--- config.mk ---
export PLATFORM = sky130hd
export DESIGN_NAME = alu_op_issue_flat
export DESIGN_NICKNAME = d
export VERILOG_FILES = /design/src/rtl/alu_pkg.sv /design/src/rtl/alu_op_issue_if.sv /design/src/rtl/alu_op_decode.sv /design/src/rtl/alu_op_issue.sv /design/src/flat_wrapper.sv
export SDC_FILE = /design/constraint.sdc
export NUM_CORES = 1
export LEC_CHECK = 0
export ABC_AREA = 1
export CELL_PAD_IN_SITES_DETAIL_PLACEMENT = 0
export CELL_PAD_IN_SITES_GLOBAL_PLACEMENT = 1
export CORE_MARGIN = 1
export CORE_UTILIZATION = 31
export CTS_CLUSTER_SIZE = 24
export DETAILED_ROUTE_END_ITERATION = 12
export HOLD_SLACK_MARGIN = 0.05
export MAX_ROUTING_LAYER = met4
export PLACE_DENSITY_LB_ADDON = 0.1
export SYNTH_ARGS = -nofsm -noshare
export SYNTH_HDL_FRONTEND = slang
export SYNTH_SLANG_ARGS = --single-unit
--- constraint.sdc ---
create_clock -name clk_i -period 2.57 [get_ports clk_i]
set_clock_uncertainty 0.2 [all_clocks]
set_input_delay 0.6425 -clock clk_i [delete_from_list [all_inputs] [get_ports clk_i]]
set_output_delay 0.6425 -clock clk_i [all_outputs]
set_load 0.02 [all_outputs]
--- src/rtl/alu_pkg.sv ---
// Shared ALU encodings: control codes, opcode/funct values and the issue-stage types.
// Single source for the ALU, ALU control and the issue stage.
package alu_pkg;

  localparam logic [4:0] ALU_ADD  = 5'd0;
  localparam logic [4:0] ALU_SUB  = 5'd1;
  localparam logic [4:0] ALU_AND  = 5'd2;
  localparam logic [4:0] ALU_OR   = 5'd3;
  localparam logic [4:0] ALU_SLT  = 5'd4;
  localparam logic [4:0] ALU_SLTU = 5'd5;
  localparam logic [4:0] ALU_SLL  = 5'd6;
  localparam logic [4:0] ALU_LUI  = 5'd7;
  localparam logic [4:0] ALU_ORI  = 5'd8;
  localparam logic [4:0] ALU_BEQ  = 5'd9;
  localparam logic [4:0] ALU_BNE  = 5'd10;
  localparam logic [4:0] ALU_SLLV = 5'd11;
  localparam logic [4:0] ALU_LW   = 5'd12;
  localparam logic [4:0] ALU_SW   = 5'd13;
  localparam logic [4:0] ALU_MUL  = 5'd14;
  localparam logic [4:0] ALU_BLE  = 5'd15;
  localparam logic [4:0] ALU_BLT  = 5'd16;

  localparam logic [5:0] OP_RTYPE = 6'h00;
  localparam logic [5:0] OP_BEQ   = 6'h04;
  localparam logic [5:0] OP_BNE   = 6'h05;
  localparam logic [5:0] OP_BLE   = 6'h06;
  localparam logic [5:0] OP_BLT   = 6'h07;
  localparam logic [5:0] OP_ADDI  = 6'h08;
  localparam logic [5:0] OP_SLTI  = 6'h0A;
  localparam logic [5:0] OP_SLTIU = 6'h0B;
  localparam logic [5:0] OP_ORI   = 6'h0D;
  localparam logic [5:0] OP_LUI   = 6'h0F;
  localparam logic [5:0] OP_LW    = 6'h23;
  localparam logic [5:0] OP_SW    = 6'h2B;

  localparam logic [5:0] FN_SLL  = 6'h00;
  localparam logic [5:0] FN_SLLV = 6'h04;
  localparam logic [5:0] FN_MUL  = 6'h18;
  localparam logic [5:0] FN_ADD  = 6'h20;
  localparam logic [5:0] FN_SUB  = 6'h22;
  localparam logic [5:0] FN_AND  = 6'h24;
  localparam logic [5:0] FN_OR   = 6'h25;
  localparam logic [5:0] FN_SLT  = 6'h2A;
  localparam logic [5:0] FN_SLTU = 6'h2B;

  typedef struct packed {
    logic [4:0] ctrl;
    logic       imm_zext;
    logic       use_imm;
    logic       is_mul;
    logic       is_shift;
    logic       illegal;
  } dec_t;

  typedef enum logic [1:0] {
    ST_IDLE,
    ST_HOLD,
    ST_MULW
  } issue_state_t;

  function automatic logic [31:0] extend_imm(input logic [15:0] imm, input logic zext);
    return zext ? {16'h0000, imm} : {{16{imm[15]}}, imm};
  endfunction

endpackage

--- src/rtl/alu_op_issue_if.sv ---
// ID->EX issue bundle: ID-side handshake and operands, hazard controls, ALU operand/control outputs.
// The issue stage is the slave; the ID/hazard/EX environment is the master.
interface alu_op_issue_if;

  logic        id_valid_i;
  logic        id_ready_o;
  logic [5:0]  id_op_i;
  logic [5:0]  id_funct_i;
  logic [4:0]  id_shamt_i;
  logic [15:0] id_imm_i;
  logic [31:0] id_rs_data_i;
  logic [31:0] id_rt_data_i;
  logic        flush_i;
  logic        ex_stall_i;
  logic [31:0] alu_src1_o;
  logic [31:0] alu_src2_o;
  logic [4:0]  alu_ctrl_o;
  logic [4:0]  alu_shamt_o;
  logic        ex_valid_o;
  logic        ex_done_o;
  logic        illegal_o;

  modport master (
    output id_valid_i, id_op_i, id_funct_i, id_shamt_i, id_imm_i,
           id_rs_data_i, id_rt_data_i, flush_i, ex_stall_i,
    input  id_ready_o, alu_src1_o, alu_src2_o, alu_ctrl_o, alu_shamt_o,
           ex_valid_o, ex_done_o, illegal_o
  );

  modport slave (
    input  id_valid_i, id_op_i, id_funct_i, id_shamt_i, id_imm_i,
           id_rs_data_i, id_rt_data_i, flush_i, ex_stall_i,
    output id_ready_o, alu_src1_o, alu_src2_o, alu_ctrl_o, alu_shamt_o,
           ex_valid_o, ex_done_o, illegal_o
  );

endinterface

--- src/rtl/alu_op_decode.sv ---
// Combinational opcode/funct decoder producing the ALU control code and operand-select flags.
// Anything not listed decodes as illegal with an all-zero (add) control.
module alu_op_decode
  import alu_pkg::*;
(
  input  logic [5:0] op,
  input  logic [5:0] funct,
  output dec_t       dec
);

  always_comb begin
    dec = '0;
    case (op)
      OP_RTYPE: begin
        case (funct)
          FN_ADD:  dec.ctrl = ALU_ADD;
          FN_SUB:  dec.ctrl = ALU_SUB;
          FN_AND:  dec.ctrl = ALU_AND;
          FN_OR:   dec.ctrl = ALU_OR;
          FN_SLT:  dec.ctrl = ALU_SLT;
          FN_SLTU: dec.ctrl = ALU_SLTU;
          FN_SLL: begin
            dec.ctrl     = ALU_SLL;
            dec.is_shift = 1'b1;
          end
          FN_SLLV: begin
            dec.ctrl     = ALU_SLLV;
            dec.is_shift = 1'b1;
          end
          FN_MUL: begin
            dec.ctrl   = ALU_MUL;
            dec.is_mul = 1'b1;
          end
          default: dec.illegal = 1'b1;
        endcase
      end
      OP_ADDI: begin
        dec.ctrl    = ALU_ADD;
        dec.use_imm = 1'b1;
      end
      OP_SLTI: begin
        dec.ctrl    = ALU_SLT;
        dec.use_imm = 1'b1;
      end
      OP_SLTIU: begin
        dec.ctrl    = ALU_SLTU;
        dec.use_imm = 1'b1;
      end
      OP_LUI: begin
        dec.ctrl     = ALU_LUI;
        dec.use_imm  = 1'b1;
        dec.imm_zext = 1'b1;
      end
      OP_ORI: begin
        dec.ctrl     = ALU_ORI;
        dec.use_imm  = 1'b1;
        dec.imm_zext = 1'b1;
      end
      OP_LW: begin
        dec.ctrl    = ALU_LW;
        dec.use_imm = 1'b1;
      end
      OP_SW: begin
        dec.ctrl    = ALU_SW;
        dec.use_imm = 1'b1;
      end
      // Branches compare rs against rt, so they keep the register operand.
      OP_BEQ:  dec.ctrl = ALU_BEQ;
      OP_BNE:  dec.ctrl = ALU_BNE;
      OP_BLE:  dec.ctrl = ALU_BLE;
      OP_BLT:  dec.ctrl = ALU_BLT;
      default: dec.illegal = 1'b1;
    endcase
  end

endmodule

--- src/rtl/alu_op_issue.sv ---
// ID->EX issue stage: decodes, selects operands and holds the op in EX under valid/ready,
// keeping MUL resident for MUL_CYCLES unstalled cycles; flush beats stall beats load.
module alu_op_issue
  import alu_pkg::*;
#(
  parameter int MUL_CYCLES = 4
) (
  input  logic          clk_i,
  input  logic          rst_n,
  alu_op_issue_if.slave bus
);

  localparam logic [3:0] MUL_LOAD = 4'(MUL_CYCLES - 1);

  issue_state_t state_q, state_d;
  logic [3:0]   cnt_q, cnt_d;
  logic [31:0]  src1_q, src1_d;
  logic [31:0]  src2_q, src2_d;
  logic [4:0]   ctrl_q, ctrl_d;
  logic [4:0]   shamt_q, shamt_d;
  logic         illegal_q, illegal_d;
  logic         retire;
  logic         ready;
  logic         accept;
  dec_t         dec;

  alu_op_decode u_decode (
    .op    (bus.id_op_i),
    .funct (bus.id_funct_i),
    .dec   (dec)
  );

  always_ff @(posedge clk_i or negedge rst_n) begin
    if (!rst_n) begin
      state_q   <= ST_IDLE;
      cnt_q     <= '0;
      src1_q    <= '0;
      src2_q    <= '0;
      ctrl_q    <= ALU_ADD;
      shamt_q   <= '0;
      illegal_q <= 1'b0;
    end else begin
      state_q   <= state_d;
      cnt_q     <= cnt_d;
      src1_q    <= src1_d;
      src2_q    <= src2_d;
      ctrl_q    <= ctrl_d;
      shamt_q   <= shamt_d;
      illegal_q <= illegal_d;
    end
  end

  // A retire (or a flush) leaves a bubble behind; an accepted op in the same cycle overwrites it.
  always_comb begin
    state_d   = state_q;
    cnt_d     = cnt_q;
    src1_d    = src1_q;
    src2_d    = src2_q;
    ctrl_d    = ctrl_q;
    shamt_d   = shamt_q;
    illegal_d = 1'b0;

    retire = ~bus.flush_i & ~bus.ex_stall_i &
             ((state_q == ST_HOLD) | ((state_q == ST_MULW) & (cnt_q == 4'd0)));
    ready  = ~bus.flush_i & ~bus.ex_stall_i & ((state_q == ST_IDLE) | retire);
    accept = bus.id_valid_i & ready;

    if (bus.flush_i || retire) begin
      state_d = ST_IDLE;
      cnt_d   = '0;
      src1_d  = '0;
      src2_d  = '0;
      ctrl_d  = ALU_ADD;
      shamt_d = '0;
    end else if (!bus.ex_stall_i && state_q == ST_MULW) begin
      cnt_d = cnt_q - 4'd1;
    end

    if (accept) begin
      if (dec.illegal) begin
        illegal_d = 1'b1;
      end else begin
        src1_d  = bus.id_rs_data_i;
        src2_d  = dec.use_imm ? extend_imm(bus.id_imm_i, dec.imm_zext) : bus.id_rt_data_i;
        ctrl_d  = dec.ctrl;
        shamt_d = dec.is_shift ? bus.id_shamt_i : 5'd0;
        state_d = dec.is_mul ? ST_MULW : ST_HOLD;
        cnt_d   = dec.is_mul ? MUL_LOAD : 4'd0;
      end
    end
  end

  assign bus.id_ready_o  = ready;
  assign bus.ex_done_o   = retire;
  assign bus.ex_valid_o  = (state_q != ST_IDLE);
  assign bus.illegal_o   = illegal_q;
  assign bus.alu_src1_o  = src1_q;
  assign bus.alu_src2_o  = src2_q;
  assign bus.alu_ctrl_o  = ctrl_q;
  assign bus.alu_shamt_o = shamt_q;

endmodule
--- src/flat_wrapper.sv ---
// flat-port wrapper written by rule: the top's interface ports become plain ports
module alu_op_issue_flat import alu_pkg::*;
#(
  parameter int MUL_CYCLES = 4
)
  (clk_i, rst_n, bus_id_valid_i, bus_id_op_i, bus_id_funct_i, bus_id_shamt_i, bus_id_imm_i, bus_id_rs_data_i, bus_id_rt_data_i, bus_flush_i, bus_ex_stall_i, bus_id_ready_o, bus_alu_src1_o, bus_alu_src2_o, bus_alu_ctrl_o, bus_alu_shamt_o, bus_ex_valid_o, bus_ex_done_o, bus_illegal_o);
  alu_op_issue_if bus_i ();
  input  logic clk_i;
  input  logic rst_n;
  input wire logic [$bits(bus_i.id_valid_i)-1:0] bus_id_valid_i;
  input wire logic [$bits(bus_i.id_op_i)-1:0] bus_id_op_i;
  input wire logic [$bits(bus_i.id_funct_i)-1:0] bus_id_funct_i;
  input wire logic [$bits(bus_i.id_shamt_i)-1:0] bus_id_shamt_i;
  input wire logic [$bits(bus_i.id_imm_i)-1:0] bus_id_imm_i;
  input wire logic [$bits(bus_i.id_rs_data_i)-1:0] bus_id_rs_data_i;
  input wire logic [$bits(bus_i.id_rt_data_i)-1:0] bus_id_rt_data_i;
  input wire logic [$bits(bus_i.flush_i)-1:0] bus_flush_i;
  input wire logic [$bits(bus_i.ex_stall_i)-1:0] bus_ex_stall_i;
  output wire logic [$bits(bus_i.id_ready_o)-1:0] bus_id_ready_o;
  output wire logic [$bits(bus_i.alu_src1_o)-1:0] bus_alu_src1_o;
  output wire logic [$bits(bus_i.alu_src2_o)-1:0] bus_alu_src2_o;
  output wire logic [$bits(bus_i.alu_ctrl_o)-1:0] bus_alu_ctrl_o;
  output wire logic [$bits(bus_i.alu_shamt_o)-1:0] bus_alu_shamt_o;
  output wire logic [$bits(bus_i.ex_valid_o)-1:0] bus_ex_valid_o;
  output wire logic [$bits(bus_i.ex_done_o)-1:0] bus_ex_done_o;
  output wire logic [$bits(bus_i.illegal_o)-1:0] bus_illegal_o;
  assign bus_i.id_valid_i = bus_id_valid_i;
  assign bus_i.id_op_i = bus_id_op_i;
  assign bus_i.id_funct_i = bus_id_funct_i;
  assign bus_i.id_shamt_i = bus_id_shamt_i;
  assign bus_i.id_imm_i = bus_id_imm_i;
  assign bus_i.id_rs_data_i = bus_id_rs_data_i;
  assign bus_i.id_rt_data_i = bus_id_rt_data_i;
  assign bus_i.flush_i = bus_flush_i;
  assign bus_i.ex_stall_i = bus_ex_stall_i;
  assign bus_id_ready_o = bus_i.id_ready_o;
  assign bus_alu_src1_o = bus_i.alu_src1_o;
  assign bus_alu_src2_o = bus_i.alu_src2_o;
  assign bus_alu_ctrl_o = bus_i.alu_ctrl_o;
  assign bus_alu_shamt_o = bus_i.alu_shamt_o;
  assign bus_ex_valid_o = bus_i.ex_valid_o;
  assign bus_ex_done_o = bus_i.ex_done_o;
  assign bus_illegal_o = bus_i.illegal_o;
  alu_op_issue #(.MUL_CYCLES(MUL_CYCLES)) u_core (.clk_i(clk_i), .rst_n(rst_n), .bus(bus_i));
endmodule
==> results.toml, run 1 <==
[cts]
ctsHoldBuffers = 0
cts_num_sinks = 81
h-tree-depth = 3
cts_max_path_buffers = 2
cts.clk_slew.worst_paths_ps = 60
clkLatencyLatePin_ps = 340
cts_tree = "built"
post_cts_buffers = 0
cts-buffers-inserted = 9
ctsRootBufferMaster = "clkbuf_16"

[setup_path]
cp_num_buf_inv = 3
path_cells = "clkdlybuf4s50_1 > nor2_1 > nand2_1 > inv_1 > clkdlybuf4s15_1"
critPathMaxStageDelay_ps = 430
worstPathArrival_ps = 1650
cp_max_fo = 2
required_ps = 1730
crit_end = "bus_ex_done_o"
r2r-end = "u_core.bus.alu_src1_o[22]$_DFF_PN0_"
rrSetupSlack_ps = 450
critical-path-slowest-cell = "clkdlybuf4s50_1"
cp.depth = 5
crit_type = "input pin to output port"
start_kind = "input pin"
r2r-start = "u_core.cnt_q[0]$_DFF_PN0_"
critPathLaunch = "bus_flush_i"
ff2ff_path_depth = 11
cp_top_family = "buffers and inverters"
endpoint_kind = "output port"

[pwr]
max-vdd-ir-drop_mv = 0.271
p_per_area_mw_per_mm2 = 455
p_leak_nw = 3.51
finalPower_mw = 3.22

[yosys]
synthArstFlopShare_pct = 100
synthFlopType = "dfrtp_1"
ys_seq_elements = 81
yosysSeqAreaShare_pct = 45.2
synth.largest_area_cell = "dfrtp_1"
synth_area_leaders = "dfrtp_1, nand2_1, nand4_1"
syn_avg_cell_area_um2 = 7.57
yosysWarnings = 0
synth_top_area_share_pct = 45.2
synth_edf_count = 0
syn-cell-area_mm2 = 0.00448
syn_nets = 696
ys_types = 31
syn_inst = 592

[floorplan]
rows = 43
core_area_mm2 = 0.0140
die_area_mm2 = 0.0150
chipHeight_um = 122
dieWidth_um = 122
ioPinCount = 180
initial_core_util_pct = 32.1

[sta]
fin_crit_sh_pct = 97.1
slew-limit-headroom_pct = 56.1
worst_pin_slew_ps = 658
slew_viol_final = 0
max_freq_mhz = 401
tns_ps = 0
period_needed_ps = 2500
rsz0062_at_grt = "no"
hold_viol = 0
whs_ps = 123
setup_viol = 0

[route]
num_vias = 4811
drt_wl_total_um = 14500
wl_per_cell_um = 15.0
drtIter0Drc = 292
dr.pass1.iters = 5
drc = 0
ant_nets = 0
drt-vias-per-instance = 4.95

[global_route]
track_usage_pct = 20.1
grt_pass1_wl_um = 22700
grt_max_degree = 69
grt_pass1_vias = 4521
overflow = 0
antenna_found_initial = 0

[placed_design]
port-buffer-count = 179
gp_congestion = 0.941
dp_hpwl_um = 10500

[finish]
fillers = 1384
antenna_cells = 0
multi_input_area_mm2 = 0.00198
drive_above_1_share_pct = 10.6
utilization_pct = 50.6
areaGrowthSynthToFinish_pct = 57.7
fin_nets = 890
seq_area_mm2 = 0.00203

[run]
maxCapViolations = 0

[min_path]
hp-class = "input pin to async pin"

[outcome]
outcome = "finished clean"
-- flip-flops by register name, summed over array words and instances (netlist names) --
signal,flops
u_core.cnt_q,4
u_core.bus.alu_src1_o,32
u_core.bus.illegal_o,1
u_core.state_q,2
u_core.bus.alu_shamt_o,5
u_core.bus.alu_ctrl_o,5
u_core.bus.alu_src2_o,32
-- layout make-up --
type | count | area share, %
tap | 180 | 3.18
clock inverter | 4 | 1.08
inverter | 75 | 3.98
multi-input combinational | 394 | 28.0
timing repair buffer | 225 | 31.6
sequential | 81 | 28.7
clock buffer | 12 | 3.49
-- Yosys cell counts (2+ instances only) --
cell / count
nand2_1: 134
nand3_1: 88
dfrtp_1: 81
nand4_1: 73
inv_1: 69
o21ai_0: 40
nor2_1: 33
clkbuf_1: 20
buf_4: 9
buf_1: 6
buf_2: 5
inv_2: 5
nand3_2: 3
nor2_2: 3
a21oi_1: 2
ha_1: 2
nand2_2: 2
nand4_4: 2
nor2_4: 2
or2_2: 2
-- power breakdown --
group / leakage, nW / internal [mW] / total [mW] / switching [mW]
Clock: 0.153 / 0.880 / 1.39 / 0.508
Combinational: 2.23 / 0.262 / 0.520 / 0.258
Sequential: 1.13 / 1.30 / 1.31 / 0.0133
Total: 3.51 / 2.44 / 3.22 / 0.779
-- cell families after synthesis --
kind of cell,share of synthesized area [%]
buffers and inverters,10.9
adder cells (fa/ha/maj),0.558
AND/OR/NAND/NOR,37.9
flip-flops,45.2
AO/OA/AOI/OAI,5.27
XOR/XNOR,0.195
-- worst min-delay path by stage --
stage	from	endpoint	cells after the start
final	rst_n	u_core.cnt_q[3]$_DFF_PN0_	1
after global routing	rst_n	u_core.cnt_q[3]$_DFF_PN0_	1
after CTS	rst_n	u_core.cnt_q[2]$_DFF_PN0_	1
after detailed placement	u_core.bus.alu_src2_o[22]$_DFF_PN0_	u_core.bus.alu_src2_o[22]$_DFF_PN0_	2
after global placement	u_core.bus.alu_shamt_o[2]$_DFF_PN0_	u_core.bus.alu_shamt_o[2]$_DFF_PN0_	2
after floorplan	rst_n	u_core.bus.alu_ctrl_o[0]$_DFF_PN0_	0
-- layer usage --
| metal | track usage (%) | share of wire (%) | vias up |
|---|---|---|---|
| met5 | - | 0 | - |
| met4 | 5.11 | 1.1 | 0 |
| met3 | 4.55 | 7.0 | 13 |
| met2 | 32.3 | 47 | 186 |
| met1 | 25.6 | 44 | 2244 |
| li1 | - | - | 2368 |
-- cell usage in the layout (no fill, tap or decap), types with 3 or more instances in the layout --
cell type,instances
buf_12,8
buf_4,38
clkbuf_16,9
clkdlybuf4s50_1,176
dfrtp_1,81
inv_1,69
inv_2,5
nand2_1,134
nand3_1,88
nand4_1,73
nor2_1,33
nor2_2,3
o21ai_0,40
-- repair_timing --
| item | 4_1_cts | 5_1_grt |
|---|---|---|
| hold endpoints to repair | 0 | 0 |
| gates cloned | 0 | 0 |
| resized for setup | 2 | 5 |
| setup endpoints to repair | 2 | 6 |
-- through the flow --
step,worst slack (ps),cell area (µm²),std cells
2_1_floorplan,578,4480,592
3_3_place_gp,-200,6750,955
3_5_place_dp,-230,6750,955
4_1_cts,37.1,7070,971
5_1_grt,1.61,7070,971
6_report,74.0,7070,971
No activity file was read; power rests on OpenSTA's default activity.
==> run 2: changes to the inputs <==
--- a/config.mk
+++ b/config.mk
@@ -14,7 +14,7 @@
 export DETAILED_ROUTE_END_ITERATION = 12
 export HOLD_SLACK_MARGIN = 0.05
 export MAX_ROUTING_LAYER = met4
-export PLACE_DENSITY_LB_ADDON = 0.1
+export PLACE_DENSITY_LB_ADDON = 0.25
 export SYNTH_ARGS = -nofsm -noshare
 export SYNTH_HDL_FRONTEND = slang
 export SYNTH_SLANG_ARGS = --single-unit
==> results.toml, run 2 (synthesized netlist as in run 1, its figures left out) <==
[outcome]
outcome = "finished clean"

[sta]
setup_viol = 0
fin_crit_sh_pct = 93.4
worst_pin_slew_ps = 409
final.setup.worst_slack_ps = 170
max_freq_mhz = 417
slew_viol_final = 0
tns_ps = 0
period_needed_ps = 2400
slew-limit-headroom_pct = 72.5
hold_viol = 0
rsz0062_at_grt = "no"

[setup_path]
ff2ff_path_depth = 11
rrSetupSlack_ps = 400
cp.depth = 2
r2r-start = "u_core.cnt_q[0]$_DFF_PN0_"
critPathMaxStageDelay_ps = 550
endpoint_kind = "output port"
start_kind = "flop"
critical-path-slowest-cell = "clkdlybuf4s50_1"
critPathLaunch = "u_core.state_q[0]$_DFF_PN0_"
path_cells = "or2_2 > clkdlybuf4s50_1"
cp_max_fo = 4
cp_num_buf_inv = 1
crit_type = "flop to output port"
crit_end = "bus_ex_valid_o"
cp_top_family = "buffers and inverters"
worstPathArrival_ps = 1560
required_ps = 1730
r2r-end = "u_core.state_q[0]$_DFF_PN0_"

[floorplan]
dieWidth_um = 122
core_area_mm2 = 0.0140
ioPinCount = 180
initial_core_util_pct = 32.1
chipHeight_um = 122
rows = 43
die_area_mm2 = 0.0150

[placed_design]
dp_slack_ps = -247
dp_cells = 949
port-buffer-count = 179
gp_congestion = 0.949
dp_hpwl_um = 10200

[pwr]
p_leak_nw = 3.46
p_per_area_mw_per_mm2 = 434
max-vdd-ir-drop_mv = 0.239

[cts]
cts-buffers-inserted = 9
post_cts_buffers = 0
ctsRootBufferMaster = "clkbuf_16"
cts.clk_slew.worst_paths_ps = 60
cts_max_path_buffers = 2
cts_num_sinks = 81
cts_tree = "built"
h-tree-depth = 3
clkLatencyLatePin_ps = 340

[route]
num_vias = 4780
dr.pass1.iters = 5
drt_wl_total_um = 14500
drtIter0Drc = 327
wl_per_cell_um = 15.0
drc = 0
drt-vias-per-instance = 4.95
ant_nets = 0

[finish]
drive_above_1_share_pct = 10.1
final_common_cell = "clkdlybuf4s50_1"
utilization_pct = 49.8
instances_no_fill = 966
fin_nets = 885
final_cell_mix = "clkdlybuf4s50_1, nand2_1, nand3_1"
antenna_cells = 0
areaGrowthSynthToFinish_pct = 55.3

[min_path]
hp-class = "flop to flop"

[global_route]
overflow = 0
grt_max_degree = 59
antenna_found_initial = 0
track_usage_pct = 20.2
grt_pass1_wl_um = 22900
grt_pass1_vias = 4560

[run]
maxCapViolations = 0
run 2: stage by stage:
step                      hold WS, ps  power, mW  cell area [µm²]
after CTS                         300       3.06             6970
after floorplan                   147       1.52             4480
final                             297       3.02             6960
after global placement            280       1.85             6690
after detailed placement          286       1.85             6690
after global routing              322       3.16             6960
run 2: timing repair:
item / in CTS / in global routing
hold endpoints to repair: 28 / 0
setup endpoints to repair: 2 / 2
pin swaps: 0 / 0
resized for setup: 2 / 4
hold buffers: 1 / 0
run 2: worst min path at each step:
stage,from,endpoint,slack (ps),cells after the start
after global placement,u_core.bus.alu_src1_o[18]$_DFF_PN0_,u_core.bus.alu_src1_o[18]$_DFF_PN0_,280,2
after CTS,u_core.bus.alu_src1_o[10]$_DFF_PN0_,u_core.bus.alu_src1_o[10]$_DFF_PN0_,300,2
final,u_core.bus.alu_src1_o[10]$_DFF_PN0_,u_core.bus.alu_src1_o[10]$_DFF_PN0_,300,2
after floorplan,rst_n,u_core.bus.alu_ctrl_o[0]$_DFF_PN0_,150,0
after detailed placement,u_core.bus.alu_src2_o[5]$_DFF_PN0_,u_core.bus.alu_src2_o[5]$_DFF_PN0_,290,2
after global routing,u_core.bus.alu_src2_o[12]$_DFF_PN0_,u_core.bus.alu_src2_o[12]$_DFF_PN0_,320,2
run 2: layout make-up:
class,instances,area [µm²]
Fill cell,1362,7020
Timing Repair Buffer,220,2190
Clock buffer,10,229
Clock inverter,6,42.5
Inverter,75,282
Sequential cell,81,2030
Tap cell,180,225
Multi-Input combinational cell,394,1970
run 2: worst register-to-register path, delay by kind of cell, from the launching register on:
family | cells | cell delay [ps]
buffers and inverters | 4 | 500
adders and majority gates | 1 | 160
DFF | 1 | 380
and+or+nand+nor | 6 | 840
run 2: per-layer routing:
| metal | wire (µm) | track usage [%] | vias to the layer above |
|---|---|---|---|
| met2 | 6760 | 30.5 | 172 |
| met5 | 0 | - | - |
| met4 | 204 | 6.55 | 0 |
| met3 | 927 | 4.14 | 16 |
| li1 | - | - | 2357 |
| met1 | 6580 | 27.1 | 2235 |
run 2: where the power goes:
| group | switching [mW] | leakage, nW | internal [mW] |
|---|---|---|---|
| logic | 0.257 | 2.20 | 0.259 |
| registers | 0.0124 | 1.13 | 1.30 |
| clock network | 0.542 | 0.129 | 0.656 |
| total | 0.812 | 3.46 | 2.21 |
==> run 3: changes to the inputs <==
--- a/config.mk
+++ b/config.mk
@@ -9,12 +9,12 @@
 export CELL_PAD_IN_SITES_DETAIL_PLACEMENT = 0
 export CELL_PAD_IN_SITES_GLOBAL_PLACEMENT = 1
 export CORE_MARGIN = 1
-export CORE_UTILIZATION = 31
+export CORE_UTILIZATION = 28
 export CTS_CLUSTER_SIZE = 24
 export DETAILED_ROUTE_END_ITERATION = 12
 export HOLD_SLACK_MARGIN = 0.05
 export MAX_ROUTING_LAYER = met4
-export PLACE_DENSITY_LB_ADDON = 0.25
+export PLACE_DENSITY = 0.82
 export SYNTH_ARGS = -nofsm -noshare
 export SYNTH_HDL_FRONTEND = slang
 export SYNTH_SLANG_ARGS = --single-unit
==> constraint.sdc (replaced) <==
create_clock -name clk_i -period 1.94 [get_ports clk_i]
set_clock_uncertainty 0.2 [all_clocks]
set_input_delay 0.485 -clock clk_i [delete_from_list [all_inputs] [get_ports clk_i]]
set_output_delay 0.485 -clock clk_i [all_outputs]
set_load 0.02 [all_outputs]
==> results.toml, run 3 (synthesized netlist as in run 1, its figures left out) <==
[outcome]
outcome = "complete, but fails checks"
violations = "negative setup slack"

[floorplan]
ioPinCount = 180
die_area_mm2 = 0.0165
rows = 45
dieWidth_um = 129
core_area_mm2 = 0.0154
chipHeight_um = 129
initial_core_util_pct = 29.1

[pwr]
clkPwrFrac_pct = 42.5
p_switching_mw = 1.11
p_sw_share_pct = 25.2
seq_power_share_pct = 39.5
p_per_area_mw_per_mm2 = 550
max-vdd-ir-drop_mv = 0.455
share_comb_of_total_power_pct = 17.9
p_leak_nw = 4.25
internal_power_mw = 3.28

[global_route]
grt_pass1_wl_um = 24700
track_usage_pct = 19.7
overflow = 0
grt_pass1_vias = 4737
antenna_found_initial = 0
grt_max_degree = 41

[setup_path]
cp_num_buf_inv = 5
required_ps = 1960
r2r-end = "u_core.bus.alu_src1_o[15]$_DFF_PN0_"
critPathMaxStageDelay_ps = 390
crit_type = "flop to flop"
rrSetupSlack_ps = -200
critPathLaunch = "u_core.cnt_q[1]$_DFF_PN0_"
ff2ff_path_depth = 13
path_cells = "inv_2 > ha_4 > nand4_1 > nand2_1 > nand2_2 > buf_6 > nor2_4 > buf_12 > nand3_4 > buf_12 > clkbuf_16 > nand3_2 > nand2_1"
cp_max_fo = 6
cp_top_family = "buffers and inverters"
critical-path-slowest-cell = "dfrtp_1"
worstPathArrival_ps = 2160
start_kind = "flop"
r2r-start = "u_core.cnt_q[1]$_DFF_PN0_"
endpoint_kind = "flop"

[placed_design]
dp_cells = 1006
port-buffer-count = 179
gp_congestion = 0.865
dp_hpwl_um = 10600
dp_slack_ps = -561

[min_path]
hold_path_end = "u_core.bus.alu_src1_o[16]$_DFF_PN0_"
hp-class = "flop to flop"
hp-start = "u_core.bus.alu_src1_o[16]$_DFF_PN0_"
hold_depth = 2

[sta]
worst_pin_slew_ps = 451
tns_ps = -11580
hold_viol = 0
period_needed_ps = 2140
slew_viol_final = 0
rsz0062_at_grt = "yes"
setup_viol = 83
fin_crit_sh_pct = 110
slew-limit-headroom_pct = 69.7
final.setup.worst_slack_ps = -201
max_freq_mhz = 467

[route]
drt_wl_total_um = 16200
drt-vias-per-instance = 4.70
drtIter0Drc = 224
ant_nets = 0
wl_per_cell_um = 15.4
drc = 0
dr.pass1.iters = 4
num_vias = 4941

[finish]
fillers = 1512
fin_nets = 939
areaGrowthSynthToFinish_pct = 77.9
drive_above_1_share_pct = 22.5
final_common_cell = "nand2_1"
seq_area_mm2 = 0.00203
utilization_pct = 51.7
multi_input_area_mm2 = 0.00225
instances_no_fill = 1051
final_cell_mix = "nand2_1, clkdlybuf4s50_1, dlygate4sd2_1"
antenna_cells = 0

[cts]
cts_tree = "built"
clkLatencyLatePin_ps = 340
cts_max_path_buffers = 2
cts.clk_slew.worst_paths_ps = 60
cts-buffers-inserted = 9
ctsRootBufferMaster = "clkbuf_16"
h-tree-depth = 3
cts_num_sinks = 81

[run]
maxCapViolations = 0
## run 3: cell count changes in the layout (fill, tap and decap cells not counted), moves of 4 or more
cell             change
nand2_2             +10
nor2_1               -4
nand3_1             -35
clkbuf_16            +5
nand2_1             -11
nand3_2             +34
buf_4               +20
buf_12               +7
clkdlybuf4s50_1     -88
buf_6               +16
buf_16               +4
buf_8                +4
dlygate4sd2_1       +87
## run 3: per-layer routing
layer	wire, µm	GRT usage, %	share of wire [%]
met5	0	-	0
met4	255	6.64	1.6
met3	1110	4.45	6.9
met2	7450	29.7	46
met1	7340	26.0	45
## run 3: final cells by class
| type | count | area share (%) |
|---|---|---|
| clock buffer | 12 | 3.09 |
| timing repair buffer | 273 | 35.4 |
| clock inverter | 4 | 0.957 |
| tap | 211 | 3.31 |
| multi-input combinational | 395 | 28.2 |
| inverter | 75 | 3.62 |
| sequential | 81 | 25.4 |
## run 3: how the worst max path moves through the flow
stage          depth (start not counted)  slack, ps                                   to
2_1_floorplan                          9        110          u_core.state_q[0]$_DFF_PN0_
3_3_place_gp                           9       -550  u_core.bus.alu_src2_o[26]$_DFF_PN0_
3_5_place_dp                           9       -560  u_core.bus.alu_src2_o[19]$_DFF_PN0_
4_1_cts                               12       -230  u_core.bus.alu_src1_o[21]$_DFF_PN0_
5_1_grt                               13       -300  u_core.bus.alu_shamt_o[2]$_DFF_PN0_
6_report                              13       -200  u_core.bus.alu_src1_o[15]$_DFF_PN0_
## run 3: worst register-to-register path, delay by kind of cell (launching register included)
kind / cells / cell delay (ps)
adder cells (fa/ha/maj): 1 / 130
flip-flops: 1 / 390
AND/OR/NAND/NOR: 7 / 640
buffers and inverters: 5 / 680
## run 3: what timing repair did
item                                    CTS  global route
endpoints found under the setup margin  159            83
hold endpoints to repair                 15             0
hold buffers                              1             0
pin swaps                                 9            30
gates resized for setup                 147            62
cloned                                    7             5
buffers inserted                         13             8
## run 3: power by group through the flow
stage               Sequential (mW)  Clock (mW)  Combinational (mW)
floorplan                      1.80           0               0.218
global placement               1.76           0               0.710
detailed placement             1.76           0               0.708
CTS                            1.73        1.90               0.758
global route                   1.74        1.97               0.855
finish                         1.74        1.87               0.788
## run 3: per-stage QoR
step	instance area (µm²)	total power, mW	hold WS [ps]
after detailed placement	6960	2.47	178
after floorplan	4480	2.02	-10.6
after global routing	7980	4.57	310
after global placement	6960	2.47	178
final	7980	4.39	291
after CTS	7620	4.39	294
